--- config.mk ---
export PLATFORM = sky130hd
export DESIGN_NAME = mem_addr_unit_flat
export DESIGN_NICKNAME = d
export VERILOG_FILES = /design/src/rtl/mem_addr_if.sv /design/src/rtl/mem_addr_unit.sv /design/src/flat_wrapper.sv
export SDC_FILE = /design/constraint.sdc
export NUM_CORES = 1
export LEC_CHECK = 0
export ABC_AREA = 1
export CORE_UTILIZATION = 42
export DETAILED_ROUTE_END_ITERATION = 6
export HOLD_SLACK_MARGIN = 0.02
export PLACE_DENSITY = 0.85
export SLEW_MARGIN = 20
export SYNTH_ARGS = -nofsm -noshare
export SYNTH_HDL_FRONTEND = slang
export SYNTH_SLANG_ARGS = --single-unit
--- constraint.sdc ---
create_clock -name clk -period 2.7 [get_ports clk]
set_input_delay 0.405 -clock clk [delete_from_list [all_inputs] [get_ports clk]]
set_output_delay 0.405 -clock clk [all_outputs]
set_load 0.02 [all_outputs]
--- src/rtl/mem_addr_if.sv ---
// Bus between the control unit and the memory-address unit: address sources,
// request controls, and the registered address/status returned by the unit.
interface mem_addr_if #(
   parameter int WIDTH = 32,
   parameter int NSRC  = 4,
   parameter int SEL_W = 2
);
   logic [NSRC*WIDTH-1:0] src_addr;
   logic [SEL_W-1:0]      sel;
   logic [1:0]            size;
   logic                  req;
   logic [WIDTH-1:0]      mem_addr;
   logic                  busy;
   logic                  done;
   logic                  misalign;
   logic [WIDTH-1:0]      bad_addr;

   modport master (
      output src_addr, sel, size, req,
      input  mem_addr, busy, done, misalign, bad_addr
   );

   modport slave (
      input  src_addr, sel, size, req,
      output mem_addr, busy, done, misalign, bad_addr
   );
endinterface

--- src/rtl/mem_addr_unit.sv ---
// Memory-address source mux: registers the selected address, holds it for
// LATENCY cycles, then pulses done; misaligned or illegal requests pulse misalign.
module mem_addr_unit #(
   parameter int WIDTH   = 32,
   parameter int NSRC    = 4,
   parameter int SEL_W   = 2,
   parameter int LATENCY = 2
) (
   input  logic        clk,
   input  logic        reset,
   mem_addr_if.slave   bus
);
   localparam int               CNT_W  = (LATENCY > 1) ? $clog2(LATENCY) : 1;
   localparam logic [CNT_W-1:0] CNT_LD = CNT_W'(LATENCY - 1);
   localparam logic [SEL_W:0]   NSRC_L = (SEL_W + 1)'(NSRC);

   typedef enum logic [0:0] {ST_IDLE = 1'b0, ST_ACCESS = 1'b1} state_t;

   state_t           state_r, state_s;
   logic [CNT_W-1:0] cnt_r, cnt_s;
   logic [WIDTH-1:0] mem_addr_r, mem_addr_s;
   logic [WIDTH-1:0] bad_addr_r, bad_addr_s;
   logic             busy_r, busy_s;
   logic             done_r, done_s;
   logic             misalign_r, misalign_s;
   logic [WIDTH-1:0] sel_addr_s;
   logic             sel_ok_s;
   logic             aligned_s;

   // Reserved size 2'b11 is checked like a word access.
   function automatic logic is_aligned(input logic [1:0] low, input logic [1:0] sz);
      logic ok;
      case (sz)
         2'b01:   ok = (low[0] == 1'b0);
         2'b10:   ok = 1'b1;
         default: ok = (low == 2'b00);
      endcase
      return ok;
   endfunction

   // Source mux; an out-of-range select yields zero and is flagged illegal.
   always_comb begin
      sel_addr_s = '0;
      sel_ok_s   = ({1'b0, bus.sel} < NSRC_L);
      for (int i = 0; i < NSRC; i++) begin
         if (bus.sel == SEL_W'(i)) begin
            sel_addr_s = bus.src_addr[i*WIDTH +: WIDTH];
         end else begin
            sel_addr_s = sel_addr_s;
         end
      end
      aligned_s = is_aligned(sel_addr_s[1:0], bus.size);
   end

   // Next-state and next-output logic for the access FSM.
   always_comb begin
      state_s    = state_r;
      cnt_s      = cnt_r;
      mem_addr_s = mem_addr_r;
      bad_addr_s = bad_addr_r;
      busy_s     = busy_r;
      done_s     = 1'b0;
      misalign_s = 1'b0;
      case (state_r)
         ST_IDLE: begin
            if (!bus.req) begin
               state_s = ST_IDLE;
            end else if (!sel_ok_s) begin
               misalign_s = 1'b1;
               bad_addr_s = '0;
            end else if (!aligned_s) begin
               misalign_s = 1'b1;
               bad_addr_s = sel_addr_s;
            end else begin
               mem_addr_s = sel_addr_s;
               cnt_s      = CNT_LD;
               busy_s     = 1'b1;
               state_s    = ST_ACCESS;
            end
         end
         ST_ACCESS: begin
            // Requests during an access are dropped without a fault check.
            if (cnt_r != {CNT_W{1'b0}}) begin
               cnt_s = cnt_r - CNT_W'(1);
            end else begin
               busy_s  = 1'b0;
               done_s  = 1'b1;
               state_s = ST_IDLE;
            end
         end
         default: begin
            state_s = ST_IDLE;
            cnt_s   = '0;
            busy_s  = 1'b0;
         end
      endcase
   end

   // State and output registers with synchronous reset.
   always_ff @(posedge clk) begin
      if (reset) begin
         state_r    <= ST_IDLE;
         cnt_r      <= '0;
         mem_addr_r <= '0;
         bad_addr_r <= '0;
         busy_r     <= 1'b0;
         done_r     <= 1'b0;
         misalign_r <= 1'b0;
      end else begin
         state_r    <= state_s;
         cnt_r      <= cnt_s;
         mem_addr_r <= mem_addr_s;
         bad_addr_r <= bad_addr_s;
         busy_r     <= busy_s;
         done_r     <= done_s;
         misalign_r <= misalign_s;
      end
   end

   assign bus.mem_addr = mem_addr_r;
   assign bus.bad_addr = bad_addr_r;
   assign bus.busy     = busy_r;
   assign bus.done     = done_r;
   assign bus.misalign = misalign_r;
endmodule

--- src/flat_wrapper.sv ---
// flat-port wrapper written by rule: the top's interface ports become plain ports
module mem_addr_unit_flat 
#(
   parameter int WIDTH   = 32,
   parameter int NSRC    = 4,
   parameter int SEL_W   = 2,
   parameter int LATENCY = 2
)
  (clk, reset, bus_src_addr, bus_sel, bus_size, bus_req, bus_mem_addr, bus_busy, bus_done, bus_misalign, bus_bad_addr);
  mem_addr_if #(.WIDTH(WIDTH), .NSRC(NSRC), .SEL_W(SEL_W)) bus_i ();
  input  logic clk;
  input  logic reset;
  input wire logic [$bits(bus_i.src_addr)-1:0] bus_src_addr;
  input wire logic [$bits(bus_i.sel)-1:0] bus_sel;
  input wire logic [$bits(bus_i.size)-1:0] bus_size;
  input wire logic [$bits(bus_i.req)-1:0] bus_req;
  output wire logic [$bits(bus_i.mem_addr)-1:0] bus_mem_addr;
  output wire logic [$bits(bus_i.busy)-1:0] bus_busy;
  output wire logic [$bits(bus_i.done)-1:0] bus_done;
  output wire logic [$bits(bus_i.misalign)-1:0] bus_misalign;
  output wire logic [$bits(bus_i.bad_addr)-1:0] bus_bad_addr;
  assign bus_i.src_addr = bus_src_addr;
  assign bus_i.sel = bus_sel;
  assign bus_i.size = bus_size;
  assign bus_i.req = bus_req;
  assign bus_mem_addr = bus_i.mem_addr;
  assign bus_busy = bus_i.busy;
  assign bus_done = bus_i.done;
  assign bus_misalign = bus_i.misalign;
  assign bus_bad_addr = bus_i.bad_addr;
  mem_addr_unit #(.WIDTH(WIDTH), .NSRC(NSRC), .SEL_W(SEL_W), .LATENCY(LATENCY)) u_core (.clk(clk), .reset(reset), .bus(bus_i));
endmodule
==> qor.csv <==
metric;value;unit
status;finished, final reports clean;
global-route wire length before repair;20700;microns
RSZ-0062 raised after global routing;no;
Initial DRT Pass Iterations;5;
FP Rows;33;
most common cell in the netlist;nand2_1;
Hold/Removal Path Class;flip-flop to flip-flop;
Peak VDD IR;0.285;mV
Syn Nets;699;
FF/Latch Area;0.00138;sq mm
CP Data Required Time;2.96;ns
met3 usage;7.36;%
Tmin final;2.41;ns
Post-CTS Setup Repair Bufs;0;
CP Class;primary input to flip-flop;
post_cts resized;0;
DRT Wirelength;13300;microns
Area Growth Syn to Fin;65.0;%
Relative slew margins;51.6;%
pwr dens;513;mW/mm^2
top post-synthesis cells by count;nand2_1, nor2_1, dfxtp_1, nand3_1, inv_1;
CTS sink cnt;69;
FMAX;414;MHz
worst skew pair latency;0.34;ns
Final Wtd Congestion;0.867;
cell area after layout;0.00589;sq mm
mux cell area share after synthesis;0;%
max_cap viols;0;
met2 Resource Use GR;53.3;%
number of flops mapped to enable cells by yosys;0;
syn avg cell area;6.35;sq um
CP Capture Type;flip-flop;
Yosys reg bits;69;
largest net degree at the start of global routing;40;
Cell variety after synth;26;
Syn Std Cell Area;0.00357;sq mm
GR peak layer;met2;
wire per inst;15.5;microns
Simple-Gate Fraction of Synth Area;42.4;%
Initial DRC Count;243;
vias in the first global route;4335;
Initial Utilization;43.4;%
Die Area;0.00887;sq mm
placed wire-length estimate;9670;microns
Net count, final;887;
sequential area share after synthesis;38.7;%
CP arrival;2.68;ns
LEAKAGE;2.51;nW
Avg Vias per Cell;5.18;
largest family of logic cells by synthesized area;simple AND/OR/NAND/NOR gates;
share of the synthesized area in the top cell type;38.7;%
top_reg_cell synth;dfxtp_1;
initial antenna violation count;0;
Synth Area in Compound Gates;7.82;%
Reg clk slew, reported paths;0.08;ns
dpl cell area;0.00568;sq mm
Clock Tree Buf Depth;2;
endpoints failing setup;0;
gr ovfl total;0;
vias after detailed routing;4457;
H-tree Lvls;3;
measured slew at the worst slew-check pin;0.724;ns
clk_skew;0.00972;ns
# IOs;202;
top cells by area, synth;dfxtp_1, nand2_1, nand3_1, nor2_1, a21oi_1;
Num CTS Buffers;9;
cells after synthesis;562;
TritonCTS clock tree;done;
Die X;94.2;microns
Final Hold Viols;0;
Port Buffers;201;
hold_buf cts;0;
xor/xnor cell area share of the yosys netlist;0;%
Root Driver;clkbuf_8;
Design Power;3.02;mW
core area;0.00822;sq mm
fin crit share;89.4;%
layout cells sized above 1;6.49;%
cell taking the most area after synthesis;dfxtp_1;
fill cell count;662;
DRC;0;
Die Ht;94.2;microns
crit-path max FO;30;
post-synthesis async set-or-reset flop share;0;%
Syn. warnings;0;
routing usage on met1;34.6;%
Synth Area in Adders;0.702;%
antenna-violating nets left;0;
Antenna Cells;0;
CP Launch Type;primary input;
fin. max-slew vios;0;
GRT Overall Usage;30.7;%
multi-input logic area;0.00183;sq mm
[power breakdown]
part	internal, mW	total, mW	switching, mW
Combinational	0.470	0.968	0.497
Clock	0.477	0.884	0.407
Sequential	1.11	1.17	0.0564
[layer usage]
metal	vias up	part of all wire, %
met5	-	0
met4	0	3.8
met3	42	10
met2	258	49
met1	1990	37
li1	2167	-
[area by class of cell]
| cell class | instances | area share, % |
|---|---|---|
| multi-input combinational | 408 | 31.1 |
| sequential | 69 | 23.5 |
| clock buffer | 11 | 2.57 |
| tap | 105 | 2.23 |
| timing repair buffer | 215 | 36.6 |
| inverter | 47 | 3.00 |
| clock inverter | 5 | 0.999 |
[sequential cells by signal, indices dropped and copies added (netlist names)]
| name | count |
|---|---|
| u_core.state_r | 1 |
| u_core.bus.bad_addr | 32 |
| u_core.bus.misalign | 1 |
| u_core.bus.mem_addr | 32 |
| u_core.bus.done | 1 |
| u_core.cnt_r | 1 |
| u_core.bus.busy | 1 |
[layout by cell type, fill, tap and decap left out, drive strengths merged]
| cell type | count |
|---|---|
| dfxtp | 69 |
| a21oi | 36 |
| nand3 | 63 |
| o211ai | 2 |
| clkinvlp | 2 |
| a221oi | 4 |
| ha | 2 |
| buf | 14 |
| o21ai | 8 |
| a31o | 1 |
| inv | 47 |
| nand4 | 24 |
| clkdlybuf4s50 | 201 |
| or2 | 3 |
| nor2 | 80 |
| clkinv | 2 |
| nand2 | 185 |
| bufinv | 1 |
| clkbuf | 11 |
[worst paths after layout]
kind | from | to | slack [ns] | cells after the start
worst min register to register | u_core.bus.bad_addr[20] | u_core.bus.bad_addr[20] | 0.46 | 2
worst max register to register | u_core.state_r | u_core.bus.bad_addr[9] | 1.03 | 4
worst max-delay path | bus_sel[0] | u_core.bus.bad_addr[2] | 0.29 | 10
worst min-delay path | u_core.bus.bad_addr[20] | u_core.bus.bad_addr[20] | 0.46 | 2
[through the flow]
step                TNS, ns  utilization, %  hold WS (ns)  setup slack, ns  instances
floorplan                 0               -         0.450            0.947        562
detailed placement  -0.0398            69.1         0.453          -0.0285        844
global route              0            71.6         0.484            0.113        860
CTS                       0            71.6         0.463            0.309        860
finish                    0            71.6         0.462            0.287        860
global placement          0            69.0         0.449           0.0676        844
[critical path: stages]
cell             delay (ns)
clkdlybuf4s50_1        0.75
nand2_2                0.15
or2_0                  0.22
nand2_1                0.11
nand2_1                0.08
nand2_2                0.12
nand2_4                0.08
nand2_2                0.48
nand2_1                0.11
a21oi_1                0.16
[logic make-up after synthesis]
group / Yosys count
simple gates: 355
buf+inv: 85
flops: 69
compound gates: 51
fa+ha+maj: 2
No activity file was read; power rests on OpenSTA's default activity.
